[src/rtl/word_store_sequencer_pkg.sv]
// word_store_sequencer_pkg: shared widths and FSM state encoding for the word store sequencer
package word_store_sequencer_pkg;

    localparam int BYTE_WIDTH = 8;
    localparam int WORD_WIDTH = 16;

    typedef enum logic [2:0] {
        IDLE      = 3'd0,
        WR_FIRST  = 3'd1,
        WR_SECOND = 3'd2,
        FIN       = 3'd3,
        ABORT     = 3'd4
    } state_t;

endpackage

[src/rtl/word_store_sequencer.sv]
// word_store_sequencer: stores a 16-bit word into byte-wide memory as one or two handshaked byte writes
module word_store_sequencer
    import word_store_sequencer_pkg::*;
#(
    parameter int ADDR_WIDTH = 16,
    parameter int MAX_WAIT   = 15
) (
    input  logic                  Clock,
    input  logic                  Reset,
    input  logic                  Start,
    input  logic [WORD_WIDTH-1:0] Data,
    input  logic [ADDR_WIDTH-1:0] Address,
    input  logic                  ByteOnly,
    input  logic                  BigEndian,
    input  logic                  MemReady,
    output logic [ADDR_WIDTH-1:0] MemAddr,
    output logic [BYTE_WIDTH-1:0] MemData,
    output logic                  MemEn,
    output logic                  MemWr,
    output logic                  Busy,
    output logic                  Done,
    output logic                  Error
);

    localparam int CW = MAX_WAIT == 0 ? 1 : $clog2(MAX_WAIT + 1);
    localparam logic [CW-1:0] CNT_MAX = '1;
    localparam logic [CW-1:0] LAST = CW'(MAX_WAIT - 1);

    state_t state, nxt;
    logic [WORD_WIDTH-1:0] data_l;
    logic [ADDR_WIDTH-1:0] addr_l;
    logic byte_only_l, big_l;
    logic [CW-1:0] wait_cnt;
    logic timeout;

    // the write that would bring the counter to MAX_WAIT ends the transfer instead
    assign timeout = (MAX_WAIT != 0) && !MemReady && (wait_cnt == LAST);

    // next-state decode; outputs are registered from this so nothing combinational reaches a port
    always_comb begin
        nxt = state;
        case (state)
            IDLE:      nxt = Start ? WR_FIRST : IDLE;
            WR_FIRST:  nxt = MemReady ? (byte_only_l ? FIN : WR_SECOND) : (timeout ? ABORT : WR_FIRST);
            WR_SECOND: nxt = MemReady ? FIN : (timeout ? ABORT : WR_SECOND);
            default:   nxt = IDLE;
        endcase
    end

    // state, latched request, wait counter and registered memory-side outputs
    always_ff @(posedge Clock) begin
        if (!Reset) begin
            state       <= IDLE;
            data_l      <= '0;
            addr_l      <= '0;
            byte_only_l <= 1'b0;
            big_l       <= 1'b0;
            wait_cnt    <= '0;
            MemAddr     <= '0;
            MemData     <= '0;
            MemEn       <= 1'b0;
            MemWr       <= 1'b0;
            Busy        <= 1'b0;
            Done        <= 1'b0;
            Error       <= 1'b0;
        end else begin
            state <= nxt;
            Busy  <= (nxt == WR_FIRST) || (nxt == WR_SECOND);
            MemEn <= (nxt == WR_FIRST) || (nxt == WR_SECOND);
            MemWr <= (nxt == WR_FIRST) || (nxt == WR_SECOND);
            Done  <= nxt == FIN;
            Error <= nxt == ABORT;
            if (state == IDLE && Start) begin
                data_l      <= Data;
                addr_l      <= Address;
                byte_only_l <= ByteOnly;
                big_l       <= BigEndian;
                wait_cnt    <= '0;
                MemAddr     <= Address;
                MemData     <= (BigEndian && !ByteOnly) ? Data[15:8] : Data[7:0];
            end else if (state == WR_FIRST || state == WR_SECOND) begin
                if (MemReady)
                    wait_cnt <= '0;
                else if (wait_cnt != CNT_MAX)
                    wait_cnt <= wait_cnt + 1'b1;
                if (state == WR_FIRST && MemReady && !byte_only_l) begin
                    MemAddr <= addr_l + 1'b1;
                    MemData <= big_l ? data_l[7:0] : data_l[15:8];
                end
            end
        end
    end

endmodule

[config.mk]
export PLATFORM = sky130hd
export DESIGN_NAME = word_store_sequencer
export DESIGN_NICKNAME = d
export VERILOG_FILES = /design/src/rtl/word_store_sequencer_pkg.sv /design/src/rtl/word_store_sequencer.sv
export SDC_FILE = /design/constraint.sdc
export NUM_CORES = 1
export LEC_CHECK = 0
export ABC_AREA = 1
export BUFFER_PORTS_ARGS = -buffer_cell sky130_fd_sc_hd__buf_2
export CAP_MARGIN = 20
export CELL_PAD_IN_SITES_DETAIL_PLACEMENT = 1
export CELL_PAD_IN_SITES_GLOBAL_PLACEMENT = 2
export CORE_ASPECT_RATIO = 1.5
export CORE_MARGIN = 5
export CORE_UTILIZATION = 29
export DETAILED_ROUTE_END_ITERATION = 6
export PLACE_DENSITY = 0.89
export SYNTH_ARGS = -nofsm -noshare
export SYNTH_HDL_FRONTEND = slang
export SYNTH_SLANG_ARGS = --single-unit
export TNS_END_PERCENT = 20
[constraint.sdc]
create_clock -name Clock -period 1.7 [get_ports Clock]
set_input_delay 0.085 -clock Clock [delete_from_list [all_inputs] [get_ports Clock]]
set_output_delay 0.085 -clock Clock [all_outputs]
set_load 0.005 [all_outputs]
==> results.cfg, run 1 <==
[status]
status = completed

[sta]
report.final.slew_viol_count = 0
rsz0062_at_grt = no
clock.fmax_mhz = 655
fin_crit_sh = 0.898
tns_ns = 0
setup_viol = 0
skew_ns = 0.0103
tightest_slew_ns = 0.359
hold_viol_final = 0
relSlewSlack = 0.761
fin_crit_ns = 1.53

[synthesis]
synth-simple-area-share = 0.296
synth_compound_area_frac = 0.163
yosysWarnings = 0
netlist_area_um2 = 3320
synthMuxAreaShare = 0
ys_seq_elements = 68
synth.distinct_cells = 27
postSynthNetCount = 536
synth_top_family_by_area = simple AND/OR/NAND/NOR gates
syn_inst = 495
ys_seq_area_frac = 0.409
yosys.area_share.adder = 0.0113
syn_area_per_cell_um2 = 6.72
synth_xor_area_frac = 0.00790

[die]
rows = 48
initial_core_util = 0.293
die_w_um = 97.4
core_area_um2 = 11400
dieArea_um2 = 13700
ios = 67
fp.dieH_um = 141

[clocking]
post_cts_buffers = 0
htreeDepth = 3
clock_sinks = 68
cts_hold_buf = 2
clkLatencyLatePin_ns = 0.33
cts-resized-gates = 0
cts.path.max_buffers = 2
clkTransAtPathRegs_ns = 0.06
tritoncts = yes
numCtsBuffers = 9
cts_root_buffer = clkbuf_16

[routing]
vias = 3360
dr.first_iter.drc_count = 81
drtPass1Iterations = 5
drc = 0
viasPerCell = 4.73
totalWireLength_mm = 10.3
wl_met1_mm = 3.99
routed-wl-met3_um = 358
highest_layer = met4
wl_per_cell_um = 14.5
dr_wl_met2_mm = 5.74
ant_nets = 0

[setup_path]
cp_cell_sequence = nor2_4 > nand4_1 > nand2_4 > inv_2 > nor2_1 > a21oi_1
crit_arrival_ns = 1.74
critPathKind = flop to flop
cp_data_required_time_ns = 1.91
crit_fanout = 33
reg2reg_depth = 6
end_kind = flop
crit_cells = 6
crit_buf_inv = 1
startpoint_type = flop
critical_path.top_delay_family = simple AND/OR/NAND/NOR gates
cp_slowest_cell = nand2_4
max_stage_delay_ns = 0.34

[global_routing]
first_global_vias = 3559
overflow = 0
grt_usage = 0.154
grt_pass1_wl_mm = 17.1
antenna_found_initial = 0
grt_max_degree = 39

[layout]
layout-drive-gt1-share = 0.177
final_cell_mix = 159 x nand2_1, 68 x dfxtp_1, 66 x buf_2, 51 x nor2_1
antenna_cells = 0
final_common_cell = nand2_1
layout.nets = 596
final_cells = 710
syn_to_final_growth_pct = 23.0

[place]
dpl.hpwl_mm = 7.42
dp.cells = 692
place.gp.congestion = 0.767
portBuffers = 66

[worst_hold_path]
min_path_cells = 3
worst_hold_path_type = input port to flop

[power_and_ir_drop]
leakagePower_nw = 1.91
max-vdd-ir-drop_uv = 527
p_per_area_nw_per_um2 = 1130

[job]
drv_cap = 0
==> cell families (layout without fill, tap and decap cells) <==
family | count (synthesis) | count (layout)
flops | 68 | 68
simple gates | 243 | 243
xor+xnor | 3 | 3
buf+inv | 76 | 141
fa+ha+maj | 3 | 3
compound gates | 102 | 102
==> synthesized netlist by cell type (all sizes together) <==
cell | n | area (um^2)
o21a | 1 | 7.51
a21oi | 48 | 244
o21ai | 43 | 219
o22ai | 2 | 12.5
inv | 48 | 180
o211ai | 8 | 60.1
nand3 | 23 | 120
dfxtp | 68 | 1360
buf | 22 | 170
clkinv | 1 | 3.75
ha | 3 | 37.5
nor3 | 2 | 10.0
nand4 | 2 | 12.5
xor2 | 3 | 26.3
clkbuf | 5 | 18.8
nor2 | 55 | 221
nand2 | 161 | 619
==> final cells by class <==
type	count	area [um^2]
fillers	1473	7260
clock buffers	10	229
clock inverters	6	88.8
multi-input cells	351	1590
repair buffers	76	448
well taps	150	188
flip-flops and latches	68	1360
inverters	49	184
==> worst reg2reg max path: stages, from the launching register on <==
cell	delay, ns
dfxtp_1	0.33
nor2_4	0.14
nand4_1	0.18
nand2_4	0.34
inv_2	0.20
nor2_1	0.14
a21oi_1	0.08
==> flip-flops by register name, indices dropped and copies added, names as in the netlist <==
signal	flops
byte_only_l	1
wait_cnt	4
Done	1
data_l	16
addr_l	16
state	3
big_l	1
MemAddr	16
Error	1
MemData	8
Busy	1
==> path summary, 6_finish.rpt <==
kind	slack, ns	end	from
setup / recovery	0.17	MemAddr[9]$_SDFFE_PN0P_	state[1]$_SDFF_PN0_
hold / removal	0.003	data_l[14]$_SDFFE_PN0P_	Data[14]
setup reg to reg	0.17	MemAddr[9]$_SDFFE_PN0P_	state[1]$_SDFF_PN0_
hold reg to reg	0.46	data_l[1]$_SDFFE_PN0P_	data_l[1]$_SDFFE_PN0P_
==> power by group <==
part,switching (mW),total (mW),internal [mW]
clock,0.735,2.02,1.28
sequential,0.0866,1.82,1.74
combinational,0.487,0.782,0.295
total,1.31,4.63,3.32
==> per-layer routing <==
metal	global-route usage	vias to the layer above
met5	0	-
met4	0.0678	0
met3	0.0302	11
met2	0.299	60
met1	0.157	1599
li1	-	1690
==> stage by stage <==
step                cell area (um^2)  hold WS, ns  power [mW]  setup slack (ns)  utilization
floorplan                       3320        0.229        2.38             0.484            -
global placement                3750        0.346        2.62             0.227        0.330
detailed placement              3750        0.352        2.65             0.142        0.330
CTS                             4090     0.000863        4.71             0.110        0.360
global route                    4090       0.0102        4.87            0.0403        0.360
finish                          4090      0.00346        4.63             0.174        0.360
No activity file was read; power rests on OpenSTA's default activity.
==> inputs of run 2 (changes only) <==
- CORE_ASPECT_RATIO: 1.5 -> not set
==> run 2 against run 1 <==
  * Sequential power is essentially flat
  * Total power shrank 2.9%
  * Sequential share of layout area grew 0.36 points
  * Final cell count shrank 0.70%
  * Combinational power shrank 0.8%
  * Critical path depth grew 1
  * First-iteration DRC count grew 70%
  * Routed wire length shrank 3.6%
  * Largest power group unchanged
==> results.cfg, run 2 (synthesis gave the netlist of run 1 again) <==
[status]
status = completed

[layout]
final_common_cell = nand2_1
fin_area_um2 = 4050
antenna_cells = 0
postLayoutCoreUtil = 0.357
layout.nets = 598
syn_to_final_growth_pct = 21.7
layout-drive-gt1-share = 0.178
largestRegisters = MemAddr (16), addr_l (16), data_l (16)
final_cell_mix = 159 x nand2_1, 68 x dfxtp_1, 66 x buf_2, 51 x nor2_1

[sta]
setup_viol = 0
relSlewSlack = 0.761
report.final.slew_viol_count = 0
fin_crit_ns = 1.48
tns_ns = 0
hold_viol_final = 0
skew_ns = 0.00527
tightest_slew_ns = 0.358
clock.fmax_mhz = 678
fin_crit_sh = 0.868
rsz0062_at_grt = no

[worst_hold_path]
worst_hold_path_type = input port to flop
hold_start = Data[14]

[setup_path]
cp_data_required_time_ns = 1.96
reg2reg_to = MemData[2]$_SDFFE_PN0P_
rrSetupSlack_ns = 0.22
crit_fanout = 35
worstSetupStartpoint = state[0]$_SDFF_PN0_
reg2reg_depth = 7
end_kind = flop
crit_end = MemData[2]$_SDFFE_PN0P_
startpoint_type = flop
crit_arrival_ns = 1.74
reg2reg_from = state[0]$_SDFF_PN0_
critPathKind = flop to flop

[clocking]
cts-resized-gates = 0
cts_root_buffer = clkbuf_16
clkLatencyLatePin_ns = 0.33
htreeDepth = 3
clkTransAtPathRegs_ns = 0.05
cts.path.max_buffers = 2
cts_hold_buf = 0
tritoncts = yes
clock_sinks = 68
numCtsBuffers = 9
post_cts_buffers = 0

[global_routing]
overflow = 0
grt_usage = 0.150
grt_pass1_wl_mm = 16.0
first_global_vias = 3389
antenna_found_initial = 0
grt_max_degree = 37

[power_and_ir_drop]
p_sw_mw = 1.25
p_sw_frac = 0.277
leakagePower_nw = 1.91
max-vdd-ir-drop_uv = 428
power_frac_comb = 0.173
p_clk_frac = 0.421
p_int_mw = 3.25
power_mw = 4.49
seqPwrFrac = 0.406
p_per_area_nw_per_um2 = 1110

[routing]
routed-wl-met3_um = 410
wl_met1_mm = 4.54
highest_layer = met4
ant_nets = 0
dr.first_iter.drc_count = 138
drc = 0
viasPerCell = 4.73
drtPass1Iterations = 4
totalWireLength_mm = 9.91
wl_per_cell_um = 14.1
vias = 3335
dr_wl_met2_mm = 4.84

[die]
initial_core_util = 0.294
ios = 67
rows = 39
dieArea_um2 = 13700
die_w_um = 117
fp.dieH_um = 117
core_area_um2 = 11300

[place]
dpl.hpwl_mm = 7.14
placed_area_um2 = 3750
portBuffers = 66
place.gp.congestion = 0.753

[job]
drv_cap = 0
## run 2: how the worst min path moves through the flow
stage,slack [ns],cells past startpoint,to
after detailed placement,0.36,3,data_l[14]$_SDFFE_PN0P_
after floorplan,0.23,2,data_l[10]$_SDFFE_PN0P_
after global placement,0.35,3,data_l[14]$_SDFFE_PN0P_
after global routing,0.02,3,data_l[12]$_SDFFE_PN0P_
final,0.02,3,data_l[14]$_SDFFE_PN0P_
after CTS,0.01,3,data_l[12]$_SDFFE_PN0P_
## run 2: routing by layer
layer	global-route usage	up-vias
met5	0	-
met2	0.258	57
met1	0.185	1577
met3	0.0391	10
li1	-	1691
met4	0.0436	0
## run 2: cell type report
cell class / instances / area [um^2]
clock inverters: 1 / 30.0
inverters: 49 / 184
multi-input cells: 351 / 1590
fillers: 1452 / 7280
repair buffers: 78 / 433
flip-flops and latches: 68 / 1360
well taps: 143 / 179
clock buffers: 15 / 268
## run 2: worst max-delay path, cell delays in order, from the launching register on
cell and delay, ns:
dfxtp_1 0.36, inv_1 0.08, nand3_2 0.16, buf_4 0.36, o211ai_1 0.18, nand2_1 0.10, nand2_1 0.06, a21oi_1 0.11
## run 2: power groups by stage
stage	combinational [mW]	clock, mW	sequential, mW
floorplan	0.538	0	1.84
global placement	0.754	0	1.85
detailed placement	0.783	0	1.86
CTS	0.789	1.93	1.83
global route	0.890	2.01	1.84
finish	0.776	1.89	1.83
## run 2: through the flow
stage	std cells	hold WS [ns]	setup WS [ns]
after CTS	705	0.0148	0.218
final	705	0.0243	0.224
after detailed placement	689	0.363	0.218
after global routing	705	0.0179	0.0612
after floorplan	495	0.229	0.484
after global placement	689	0.353	0.288
==> inputs of run 3 (changes only) <==
==> constraint.sdc (replaced) <==
create_clock -name Clock -period 1.7 [get_ports Clock]
set_input_delay 0.17 -clock Clock [delete_from_list [all_inputs] [get_ports Clock]]
set_output_delay 0.17 -clock Clock [all_outputs]
set_load 0.005 [all_outputs]
==> run 3 against run 2 <==
  * Non-clock buffer count unchanged
  * Sequential share of layout area fell by 0.81 points
  * Combinational power about the same
  * Clock power grew 32%
  * Clock-buffer cell count fell by 5
  * Critical path type unchanged
  * Critical endpoint is now MemAddr[14]$_SDFFE_PN0P_
  * Highest routed layer unchanged
==> results.cfg, run 3 (synthesis gave the netlist of run 1 again) <==
[setup_path]
max_stage_delay_ns = 0.38
critPathKind = flop to flop
crit_buf_inv = 0
cp_slowest_cell = dfxtp_1
reg2reg_depth = 8
crit_arrival_ns = 1.69
cp_cell_sequence = ha_1 > nand2_1 > nor2_2 > nand3_1 > nand2_1 > nand2_1 > nor2_1 > nor2_1
end_kind = flop
cp_data_required_time_ns = 1.92
crit_top_cell = nand2_1
critical_path.top_delay_family = simple AND/OR/NAND/NOR gates
crit_cells = 8
crit_fanout = 5
startpoint_type = flop

[global_routing]
first_global_vias = 3269
overflow = 0
grt_max_degree = 37
grt_usage = 0.151
grt_pass1_wl_mm = 16.0
antenna_found_initial = 0

[clocking]
numCtsBuffers = 9
clkLatencyLatePin_ns = 0.34
cts_hold_buf = 0
cts_root_buffer = clkbuf_16
clock_sinks = 68
htreeDepth = 3
tritoncts = yes
cts-resized-gates = 0
post_cts_buffers = 0
cts.path.max_buffers = 2
clkTransAtPathRegs_ns = 0.06

[routing]
dr.first_iter.drc_count = 150
totalWireLength_mm = 9.91
drtPass1Iterations = 4
drc = 0
ant_nets = 0
vias = 3296
viasPerCell = 4.68
wl_per_cell_um = 14.1

[layout]
final_common_cell = nand2_1
final_cell_mix = 159 x nand2_1, 68 x dfxtp_1, 66 x buf_2, 51 x nor2_1
layout-drive-gt1-share = 0.185
largestRegisters = MemAddr (16), addr_l (16), data_l (16)
antenna_cells = 0
layout.nets = 598
syn_to_final_growth_pct = 24.7

[die]
dieArea_um2 = 13700
initial_core_util = 0.294
fp.dieH_um = 117
ios = 67
core_area_um2 = 11300
rows = 39
die_w_um = 117

[sta]
fin_ws_ns = 0.232
hold_viol_final = 0
fin_crit_ns = 1.47
skew_ns = 0.00773
clock.fmax_mhz = 681
rsz0062_at_grt = no
fin_crit_sh = 0.863
relSlewSlack = 0.751
tns_ns = 0
setup_viol = 0
tightest_slew_ns = 0.374
report.final.slew_viol_count = 0

[worst_hold_path]
worst_hold_path_type = input port to flop
min_path_cells = 3

[place]
portBuffers = 66
pre_cts_slack_ns = 0.239
dpl.hpwl_mm = 7.12
place.gp.congestion = 0.748

[power_and_ir_drop]
leakagePower_nw = 1.96
p_per_area_nw_per_um2 = 1230
max-vdd-ir-drop_uv = 454

[job]
drv_cap = 0

[status]
status = completed
==> run 3: area by class of cell <==
cell class | count | area, um^2
clock buffer | 10 | 239
inverter | 49 | 184
tap | 143 | 179
timing repair buffer | 78 | 433
fill | 1453 | 7180
clock inverter | 6 | 159
multi-input combinational | 351 | 1590
sequential | 68 | 1360
==> run 3: per-layer routing <==
layer  routed length, um  up-vias  GRT usage
met5                   0        -          0
li1                    -     1694          -
met3                 420       15     0.0339
met4                 188        0     0.0566
met1                4590     1539      0.189
met2                4710       48      0.253
==> run 3: power by group <==
part           switching, mW  internal [mW]
sequential            0.0844           1.74
combinational          0.486          0.290
clock                  0.721           1.77
==> run 3: path summary, 6_finish.rpt <==
check                               from                       end  slack, ns
setup / recovery  addr_l[0]$_SDFFE_PN0P_  MemAddr[14]$_SDFFE_PN0P_       0.23
hold / removal                  Data[14]   data_l[14]$_SDFFE_PN0P_       0.10
setup reg to reg  addr_l[0]$_SDFFE_PN0P_  MemAddr[14]$_SDFFE_PN0P_       0.23
hold reg to reg   data_l[4]$_SDFFE_PN0P_    data_l[4]$_SDFFE_PN0P_       0.45
==> run 3: worst min-delay path: cells and delay by family <==
kind            cells  cell delay [ns]
compound gates      1             0.05
buf+inv             1             0.11
simple gates        1             0.06
==> run 3: per-stage QoR <==
step / util / power, mW / instance area, um^2 / instances / hold slack, ns
global placement: 0.331 / 2.61 / 3750 / 689 / 0.438
detailed placement: 0.331 / 2.64 / 3750 / 689 / 0.443
finish: 0.366 / 5.09 / 4150 / 705 / 0.104
CTS: 0.366 / 5.14 / 4150 / 705 / 0.0952
floorplan: - / 2.38 / 3320 / 495 / 0.314
global route: 0.366 / 5.33 / 4150 / 705 / 0.109
